<file path="src/rtl/clk_div_ctrl_pkg.sv">
// Shared types and constants for the clk_div_ctrl clock-enable generator.
package clk_div_ctrl_pkg;

  typedef enum logic [1:0] {
    StIdle,
    StRun,
    StPend
  } state_e;

  localparam int unsigned CLK_DIV_CTRL_W_DEF = 8;
  localparam int unsigned CLK_DIV_CTRL_CNT_W = 16;

endpackage

</file>
<file path="src/rtl/clk_div_ctrl_cnt.sv">
// Period counter: counts 0..N-1 while enabled, decodes wrap, tick and the divided waveform.
module clk_div_ctrl_cnt
  import clk_div_ctrl_pkg::*;
#(
  parameter int unsigned W = CLK_DIV_CTRL_W_DEF
) (
  input  logic         clk,
  input  logic         reset,
  input  logic         i_en,
  input  logic [W-1:0] i_div,
  output logic         o_wrap,
  output logic         o_tick,
  output logic         o_clk_div
);

  localparam int unsigned WH = W + 1;

  logic [W-1:0] r_cnt;
  logic [W:0]   w_half;
  logic         w_wrap;

  assign w_wrap = (r_cnt == (i_div - W'(1)));
  // ceil(N/2), computed one bit wider so N = 2^W-1 does not overflow
  assign w_half = ({1'b0, i_div} + WH'(1)) >> 1;

  always_ff @(posedge clk) begin
    if (reset || !i_en) begin
      r_cnt <= '0;
    end else if (w_wrap) begin
      r_cnt <= '0;
    end else begin
      r_cnt <= r_cnt + W'(1);
    end
  end

  assign o_wrap    = i_en && w_wrap;
  assign o_tick    = i_en && w_wrap;
  assign o_clk_div = i_en && ({1'b0, r_cnt} < w_half);

endmodule

</file>
<file path="src/rtl/clk_div_ctrl.sv">
// Clock-enable generator with boundary-aligned ratio changes and start/stop.
// Optional tick counter enabled by defining CLK_DIV_CTRL_CNT_EN.
module clk_div_ctrl
  import clk_div_ctrl_pkg::*;
#(
  parameter int unsigned W           = CLK_DIV_CTRL_W_DEF,
  parameter int unsigned DEFAULT_DIV = 3
) (
  input  logic                          clk,
  input  logic                          reset,
  input  logic                          i_run,
  input  logic                          i_cfg_valid,
  input  logic [W-1:0]                  i_cfg_div,
  output logic                          o_cfg_ready,
  output logic                          o_tick,
  output logic                          o_clk_div,
  output logic                          o_busy,
  output logic [W-1:0]                  o_active_div
`ifdef CLK_DIV_CTRL_CNT_EN
  ,
  output logic [CLK_DIV_CTRL_CNT_W-1:0] o_tick_count
`endif
);

  state_e       r_state;
  logic [W-1:0] r_active_div;
  logic [W-1:0] r_pend_div;
  logic [W-1:0] w_cfg_div;
  logic         w_accept;
  logic         w_wrap;
  logic         w_busy;

  assign w_cfg_div = (i_cfg_div == '0) ? W'(1) : i_cfg_div;
  assign w_accept  = i_cfg_valid && o_cfg_ready;
  assign w_busy    = (r_state != StIdle);

  always_ff @(posedge clk) begin
    if (reset) begin
      r_state      <= StIdle;
      r_active_div <= W'(DEFAULT_DIV);
      r_pend_div   <= W'(DEFAULT_DIV);
    end else begin
      unique case (r_state)
        StIdle: begin
          if (w_accept) r_active_div <= w_cfg_div;
          if (i_run) r_state <= StRun;
        end
        StRun: begin
          if (w_wrap) begin
            // Accept on the wrap cycle takes effect for the very next period
            if (w_accept) r_active_div <= w_cfg_div;
            if (!i_run) r_state <= StIdle;
          end else if (w_accept) begin
            r_pend_div <= w_cfg_div;
            r_state    <= StPend;
          end
        end
        StPend: begin
          if (w_wrap) begin
            r_active_div <= r_pend_div;
            r_state      <= i_run ? StRun : StIdle;
          end
        end
        default: r_state <= StIdle;
      endcase
    end
  end

  clk_div_ctrl_cnt #(
    .W(W)
  ) u_cnt (
    .clk      (clk),
    .reset    (reset),
    .i_en     (w_busy),
    .i_div    (r_active_div),
    .o_wrap   (w_wrap),
    .o_tick   (o_tick),
    .o_clk_div(o_clk_div)
  );

  assign o_cfg_ready  = (r_state != StPend);
  assign o_busy       = w_busy;
  assign o_active_div = r_active_div;

`ifdef CLK_DIV_CTRL_CNT_EN
  logic [CLK_DIV_CTRL_CNT_W-1:0] r_tick_count;

  always_ff @(posedge clk) begin
    if (reset) begin
      r_tick_count <= '0;
    end else if (o_tick) begin
      r_tick_count <= r_tick_count + CLK_DIV_CTRL_CNT_W'(1);
    end
  end

  assign o_tick_count = r_tick_count;
`endif

endmodule
</file>
<file path="config.mk">
export PLATFORM = sky130hd
export DESIGN_NAME = clk_div_ctrl
export DESIGN_NICKNAME = d
export VERILOG_FILES = /design/src/rtl/clk_div_ctrl_pkg.sv /design/src/rtl/clk_div_ctrl_cnt.sv /design/src/rtl/clk_div_ctrl.sv
export SDC_FILE = /design/constraint.sdc
export NUM_CORES = 1
export LEC_CHECK = 0
export CORE_ASPECT_RATIO = 1.5
export CORE_UTILIZATION = 49
export CTS_CLUSTER_DIAMETER = 30
export DETAILED_ROUTE_END_ITERATION = 6
export GPL_ROUTABILITY_DRIVEN = 0
export MAX_ROUTING_LAYER = met4
export PLACE_DENSITY = 0.81
export REMOVE_ABC_BUFFERS = 1
export SETUP_SLACK_MARGIN = 0.5
export SLEW_MARGIN = 10
export SYNTH_ARGS = -nofsm -noshare
export SYNTH_HDL_FRONTEND = slang
export SYNTH_SLANG_ARGS = --single-unit
export TNS_END_PERCENT = 20
</file>
<file path="constraint.sdc">
create_clock -name clk -period 2.8 [get_ports clk]
set_clock_uncertainty 0.2 [all_clocks]
set_input_delay 0.28 -clock clk [delete_from_list [all_inputs] [get_ports clk]]
set_output_delay 0.28 -clock clk [all_outputs]
set_load 0.05 [all_outputs]
</file>
; ---- Word-level counts from Yosys, hierarchy flattened
; Cells that the tools add are included.
[op_classes]
n_bitwise = 1
n_reduce_logical = 13
mux = 12
eq_ne = 9
addsub = 3
magnitude_cmp = 1
[op_table]
columns = cell, count
row1 = 8-bit 2-to-1 mux, 4
row2 = 8-bit case mux with 3 select lines, 1
row3 = 2-bit 2-to-1 mux, 5
row4 = 8-bit by 1-bit adder with 9-bit output (second input constant), 1
row5 = 8-bit by 1-bit adder with 8-bit output (second input constant), 1
row6 = 8-bit equality test, 1
row7 = 8-bit logical NOT, 1
row8 = 8-bit less-than comparator, 1
row9 = 2-bit inequality test (second input constant), 4
row10 = 8-bit by 1-bit subtractor with 8-bit output (second input constant), 1
row11 = 3-bit inequality test (second input constant), 2
row12 = 2-bit case mux with 3 select lines, 1
row13 = 3-bit AND reduction, 2
row14 = 4-bit AND reduction, 1
row15 = 1-bit logical AND, 3
row16 = 3-bit nonzero test, 1
row17 = 2-bit by 1-bit equality test with 1-bit output (second input constant), 1
row18 = 2-bit equality test (second input constant), 1
row19 = 2-bit logical NOT, 1
row20 = 2-bit nonzero test, 1
row21 = 2-bit OR reduction, 1
row22 = 1-bit logical NOT, 1
row23 = 1-bit logical OR, 1
row24 = 1-bit 2-to-1 mux, 1
row25 = 1-bit inverter, 1
[totals]
elab_cells = 43
output_inout_bits = 12
ff_bits = 26

; ---- Depth between registers and ports, before layout
; Gate-level depths: netlist (run 1).
[logic_depth]
depth_word = 5
depth_mapped = 12
ltp_nobuf = 9

; ---- Hierarchy
; Synthesis (run 1) repeated with hierarchy kept, for this count alone.
[unflattened]
cells_unflattened = 192
area_unflattened_um2 = 1722.9
[by_module_without_submodules]
columns = module, seq_area_each_um2, cells_each, area_per_inst_um2, n_inst
row1 = clk_div_ctrl_cnt, 160.2, 109, 884.6, 1
row2 = clk_div_ctrl, 360.3, 83, 838.3, 1

; ---- Worst setup path before layout (run 1)
; Ideal clock, no wire load.
[synth_path]
kind = register to output
start = reg r_active_div[0], in the netlist o_active_div[0]
end = out o_tick
path_stages_with_launch = 8
slack_ns = -0.353
n_path_buf = 2
arrival_ns = 2.673
required_time_ns = 2.320
path_cell_list = dfxtp_1 > buf_6 > or4_4 > nor4_1 > nor4_1 > or3_1 > buf_2 > nor2_1
[synth_between]
elab_chain_len = 3
[synth_lines]
columns = element, line
row1 = start: declaration, clk_div_ctrl.sv:26  ; logic [W-1:0] r_active_div;
row2 = start signal: assignment, clk_div_ctrl.sv:40  ; r_active_div <= W'(DEFAULT_DIV);
row3 = start signal: assignment, clk_div_ctrl.sv:45  ; if (w_accept) r_active_div <= w_cfg_div;
row4 = start signal: assignment, clk_div_ctrl.sv:51  ; if (w_accept) r_active_div <= w_cfg_div;
row5 = 8-bit by 1-bit subtractor with 8-bit output, clk_div_ctrl_cnt.sv:22  ; assign w_wrap = (r_cnt == (i_div - W'(1)));
row6 = 8-bit equality test, clk_div_ctrl_cnt.sv:22
row7 = 1-bit logical AND, clk_div_ctrl_cnt.sv:37  ; assign o_tick = i_en && w_wrap;
row8 = end: declaration, clk_div_ctrl.sv:15  ; output logic o_tick,
; Every way passes these cells.

; ---- Worst setup path after layout (run 1)
[layout_path]
start = reg r_active_div[1], in the netlist o_active_div[1]
end = out o_clk_div
[layout_between]
elab_chain_len = 3
[layout_lines]
columns = element, line
row1 = 8-bit by 1-bit adder with 9-bit output, clk_div_ctrl_cnt.sv:24  ; assign w_half = ({1'b0, i_div} + WH'(1)) >> 1;
row2 = 8-bit less-than comparator, clk_div_ctrl_cnt.sv:38  ; assign o_clk_div = i_en && ({1'b0, r_cnt} < w_half);
row3 = 1-bit logical AND, clk_div_ctrl_cnt.sv:38
row4 = end: declaration, clk_div_ctrl.sv:16  ; output logic o_clk_div,
; Every way passes these cells.

==> results.md, run 1 <==
- Crit end category: output port
- Post-DRT Antenna Nets: 0
- CP max FO: 5
- Antenna Cells: 0
- Pre-CTS setup slack: roughly 18 ps
- Worst EP required: 2320 ps
- Worst hold margin: about 320 ps
- Synth warn: 0
- Ys async rst share: 0%
- Slew @ Worst Pin: just over 500 ps
- Vias in the first global route: 1,429
- Clock tree buffer depth: 2
- Clock transition at path regs: approximately 90 ps
- Pins Over Slew Limit: 0
- Fin. Hold Viols: 0
- Crit path max-delay family: compound AO/OA/AOI/OAI gates
- Layout cells sized above 1: between 20% and 30%
- Clock Latency Late Sink: ~280 ps
- CP cell instances: buf_6 > ha_4 > xnor2_2 > ha_1 > a21o_1 > a21o_1 > a21oi_2 > nor2b_1 > o21ai_1 > a21o_1 > buf_12
- Die W: just under 50 um
- Final Total Pwr: about 1.2 mW
- Largest net degree at the start of global routing: 15
- Residual DRC count: 0
- WP buf/inv: 2
- FF+latch count, synth: 26
- IO buf count: 23
- Core ar.: approximately 3200 um2
- Routed wire length: between 4000 and 5000 um
- Slew Limit Headroom: 66.1%
- Detailed Place HPWL: between 2000 and 3000 um
- Post-synth cell types: 39
- Vias per inst: approximately 5.6
- Placed cell count: approximately 250
- Worst stage delay on the critical path: about 360 ps
- Critical Path Start Type: flop
- Final global-route overflow total: 0
- Seq pwr share: 37.4%
- Synth top area cells: dfxtp_1, mux2i_1, ha_1
- Fin crit period: around 2800 ps
- Synth area leader: dfxtp_1
- Mean post-synth cell area: approximately 9 um2
- Total CTS buffers: 3
- EDFF count, synth: 0
- Most used cell along the critical path: a21o_1
- Synth Instances: ~190
- Chip height: approximately 73 um
- CTS tree: built
- Unrepaired setup endpoints after global routing: true
- Row count: 25
- Total number of H-tree levels: 1
- Psw: 424 uW
- CP Class: reg2out
- Critical path's slowest cell: dfxtp_2
- DR WL/cell: about 17 um
- Post-synth top flop: dfxtp_1
- Detailed Route Iter0 Violations: 50
- Synthesis-to-layout area growth: 39.8%
- Sequential share of the synthesized area: around a third
- Final Setup Violations: 1
- Pint: about 740 uW
- Combinational power share: 41.0%
- Crit path DAT: approximately 2300 ps
- CTS sink count: 26
- Final worst-path cycle share: 101%
- PD cells: around 500 nW/um2
- Failing checks: negative setup slack
- Global-route usage over all layers: between 20% and 30%
- Setup WS post-layout: -22.4 ps
- Max frequency: approximately 350 MHz
- Hold Crit Class: reg2reg
- Top cell type's share of synthesized area: between 30% and 40%
- Initial antenna violation count: 0
- I/O pin total: 24
- Drt pass-1 iters: 4
- Routed vias: ~1,500
- Initial core utilization: 51.9%
- Die Area: approximately 3600 um2
- Max-Cap Viols: 0
- Final cell count without fillers: roughly 260
- Post-Syn Area: around 1700 um2
- VDD IR max: approximately 380 uV
- Status: finished, violations left
- First-pass GRT wire length: ~6500 um
- Clock network fraction of total power: between 20 and 25%
- Clk root buf: clkbuf_8
- Sw Share: 36.5%
- Nets: around 250
- Leak pwr: 0.947 nW
==> layout by cell type (no fill, tap or decap), types with 3 or more instances in the layout <==
master / instances
nor2_1: 27
and3_1: 4
dfxtp_2: 4
xnor2_1: 11
clkdlybuf4s50_1: 19
inv_1: 6
buf_4: 14
buf_6: 4
nor4_4: 4
nand2b_1: 4
clkbuf_8: 4
dfxtp_1: 20
nand2_1: 3
a21o_1: 4
mux2_2: 5
mux2i_1: 13
ha_1: 9
nand3_1: 8
xor2_1: 11
==> logic make-up after synthesis <==
| kind of cell | Yosys count | share of synthesized area (%) |
|---|---|---|
| buf+inv | 19 | 5.36 |
| compound gates | 18 | 8.23 |
| xor+xnor | 24 | 12.7 |
| simple gates | 73 | 22.9 |
| fa+ha+maj | 11 | 8.16 |
| flops | 26 | 31.4 |
| mux | 18 | 11.3 |
==> through the flow <==
| step | setup TNS (ps) | util (%) | cell area (um2) |
|---|---|---|---|
| after floorplan | -829 | - | 1590 |
| after global placement | 0 | 61.6 | 1970 |
| after detailed placement | 0 | 61.6 | 1970 |
| after CTS | 0 | 67.1 | 2140 |
| after global routing | -144 | 72.6 | 2320 |
| final | -22.4 | 72.6 | 2320 |
==> layer usage <==
metal / global-route usage (%) / up-vias / wire length, um
li1: - / 722 / -
met1: 25.3 / 712 / 1730
met2: 47.3 / 30 / 2410
met3: 2.08 / 15 / 65
met4: 8.25 / 0 / 133
met5: - / - / 0
==> power groups by stage <==
stage | logic, mW | clock network (mW) | registers [mW]
finish | 0.477 | 0.252 | 0.435
global placement | 0.377 | 0 | 0.433
detailed placement | 0.384 | 0 | 0.435
global route | 0.504 | 0.270 | 0.439
CTS | 0.423 | 0.252 | 0.430
floorplan | 0.197 | 0 | 0.484
==> flip-flops by register name, summed over array words and instances (netlist names) <==
| signal | flops |
|---|---|
| o_active_div | 8 |
| r_pend_div | 8 |
| r_state | 2 |
| u_cnt.r_cnt | 8 |
==> worst min-delay path: stages, from the launching register on <==
cell and delay, ps:
dfxtp_1 350, mux2i_1 70, nor2_1 70
==> timing repair <==
action,in CTS,in global routing
hold buffers,0,0
pin swaps,7,10
setup endpoints to repair,29,29
gates resized for setup,22,26
buffers inserted,3,5
gates cloned,1,1
==> synthesized netlist by cell type, drive strengths merged, types with 3 or more instances <==
cell type and n:
nor2 29, mux2 5, xnor2 13, clkbuf 8
dfxtp 26, a21oi 4, nor4 6, mux2i 13
nand3 8, buf 5, nand2 4, ha 10
xor2 11, a211oi 4, and3 5, or2 3
inv 6, nand2b 4, a21o 4
==> path summary, 6_finish.rpt <==
| path | start | end | slack, ps | depth (start not counted) |
|---|---|---|---|---|
| setup reg to reg | u_cnt.r_cnt[5]$_SDFF_PP0_ | r_pend_div[0]$_SDFFE_PP1P_ | 70 | 7 |
| hold / removal | r_pend_div[2]$_SDFFE_PP0P_ | r_pend_div[2]$_SDFFE_PP0P_ | 320 | 2 |
| setup / recovery | o_active_div[1]$_SDFFE_PP1P_ | o_clk_div | -20 | 11 |
| hold reg to reg | r_pend_div[2]$_SDFFE_PP0P_ | r_pend_div[2]$_SDFFE_PP0P_ | 320 | 2 |
==> cell type report <==
class / count / area, um2
Multi-Input combinational cell: 146 / 1250
Fill cell: 225 / 875
Sequential cell: 26 / 533
Timing Repair Buffer: 41 / 405
Clock buffer: 4 / 55.1
Tap cell: 40 / 50.0
Inverter: 6 / 22.5
No activity file was read; power rests on OpenSTA's default activity.
==> inputs of run 2 (changes only) <==
- CAP_MARGIN: unset -> 10
- CORE_UTILIZATION: 49 -> 54
- PLACE_DENSITY: 0.81 -> 0.84
- clock period: 2.8 -> 3.13 ns (I/O delays scaled with it)
==> results.md, run 2 (synthesis results as in run 1) <==
- CP max FO: 6
- Chip height: ~70 um
- Nets: between 200 and 250
- Worst stage delay on the critical path: 600 ps
- Detailed Route Iter0 Violations: 40
- Slew @ Worst Pin: about 660 ps
- Post-route cell area: between 2000 and 2500 um2
- Clock tree buffer depth: 2
- Layout cells sized above 1: 25.2%
- Largest net degree at the start of global routing: 20
- Worst hold margin: a little over 300 ps
- Final global-route overflow total: 0
- Initial antenna violation count: 0
- Total number of H-tree levels: 1
- I/O pin total: 24
- Cts hold-fix bufs: 0
- Drt pass-1 iters: 4
- Antenna Cells: 0
- Routed vias: roughly 1,500
- Critical path's slowest cell: or4_4
- Crit end category: output port
- Pins Over Slew Limit: 0
- CP cell instances: or4_4 > nor4_4 > nor4_4 > or3_4 > nor2_4 > buf_12
- Global-route usage over all layers: 29.8%
- Max-Cap Viols: 0
- CP Class: reg2out
- IO buf count: 23
- Cell Area, Placed: 1900 um2
- First-pass GRT wire length: 7070 um
- Vias in the first global route: 1,543
- Core ar.: 2910 um2
- Clk root buf: clkbuf_8
- Die W: approximately 47 um
- Unrepaired setup endpoints after global routing: true
- VDD IR max: 396 uV
- Detailed Place HPWL: about 2700 um
- Hold Crit Class: reg2reg
- Max frequency: 351 MHz
- Crit path DAT: roughly 2300 ps
- Fin. Hold Viols: 0
- Synthesis-to-layout area growth: 35.1%
- Post-DRT Antenna Nets: 0
- PD cells: 458 nW/um2
- Worst EP required: ~2600 ps
- Critical Path Start Type: flop
- Routed wire length: roughly 4400 um
- Clock Latency Late Sink: 270 ps
- Row count: 24
- Leak pwr: around 0.92 nW
- Most frequent cells in the layout: nor2_1, clkdlybuf4s50_1, dfxtp_1, buf_4, mux2i_1
- Fin crit period: roughly 2900 ps
- DR WL/cell: 16.9 um
- Final Setup Violations: 0
- Most common cell after layout, fill and taps aside: nor2_1
- Most used cell along the critical path: nor4_4
- Clock transition at path regs: approximately 90 ps
- Vias per inst: between 5 and 6
- Initial core utilization: ~57%
- CTS sink count: 26
- Final Total Pwr: between 1 and 1.5 mW
- Final worst-path cycle share: between 90 and 100%
- Placed cell count: between 200 and 250
- Slew Limit Headroom: a little under three fifths
- Die Area: around 3300 um2
- Status: complete, no violations
- Residual DRC count: 0
- Fillers: 195
- Final cell count without fillers: ~260
- CTS tree: built
- Total CTS buffers: 3
## run 2: cell count changes in the layout (fill, tap and decap cells not counted), sizes merged
cell	before	now
a21oi	5	4
and4b	2	1
buf	20	21
clkdlybuf4s50	19	21
dlymetal6s2s	2	0
## run 2: layout make-up
class / count / area, um2 / area share, %
sequential: 26 / 546 / 24.4
tap: 39 / 48.8 / 2.18
multi-input combinational: 144 / 1170 / 52.3
timing repair buffer: 42 / 397 / 17.7
clock buffer: 4 / 55.1 / 2.46
inverter: 6 / 22.5 / 1.01
## run 2: critical path: cells and delay by family, from the launching register on
| kind | cells | cell delay, ps |
|---|---|---|
| AND/OR/NAND/NOR | 5 | 1530 |
| flip-flops | 1 | 380 |
| buffers and inverters | 1 | 140 |
## run 2: path summary, 6_finish.rpt
path	from	end	slack, ps	cells past startpoint
max reg2reg	o_active_div[1]$_SDFFE_PP1P_	r_pend_div[0]$_SDFFE_PP1P_	330	7
min	r_pend_div[7]$_SDFFE_PP0P_	r_pend_div[7]$_SDFFE_PP0P_	310	2
max	o_active_div[1]$_SDFFE_PP1P_	o_tick	280	6
min reg2reg	r_pend_div[7]$_SDFFE_PP0P_	r_pend_div[7]$_SDFFE_PP0P_	310	2
## run 2: per-layer routing
| layer | track usage, % | vias up | part of all wire [%] |
|---|---|---|---|
| met1 | 35.2 | 711 | 41 |
| li1 | - | 718 | - |
| met3 | 3.13 | 16 | 3.0 |
| met4 | 13.7 | 0 | 3.5 |
| met2 | 48.1 | 45 | 53 |
| met5 | - | - | 0 |
## run 2: metrics by stage
stage	utilization [%]	setup WS [ps]	setup TNS, ps
floorplan	-	-10.6	-10.6
global placement	65.1	335	0
detailed placement	65.1	163	0
CTS	74.9	379	0
global route	76.8	247	0
finish	76.8	279	0
## run 2: power breakdown
group          internal, mW  switching (mW)
combinational         0.193           0.219
clock                 0.113           0.107
sequential            0.355          0.0393
## run 2: what timing repair did
action | 4_1_cts | 5_1_grt
setup endpoints to repair | 20 | 21
endpoints found under the hold margin | 0 | 0
cloned | 0 | 0
resized for setup | 31 | 6
pin swaps | 10 | 7
setup buffers | 15 | 3
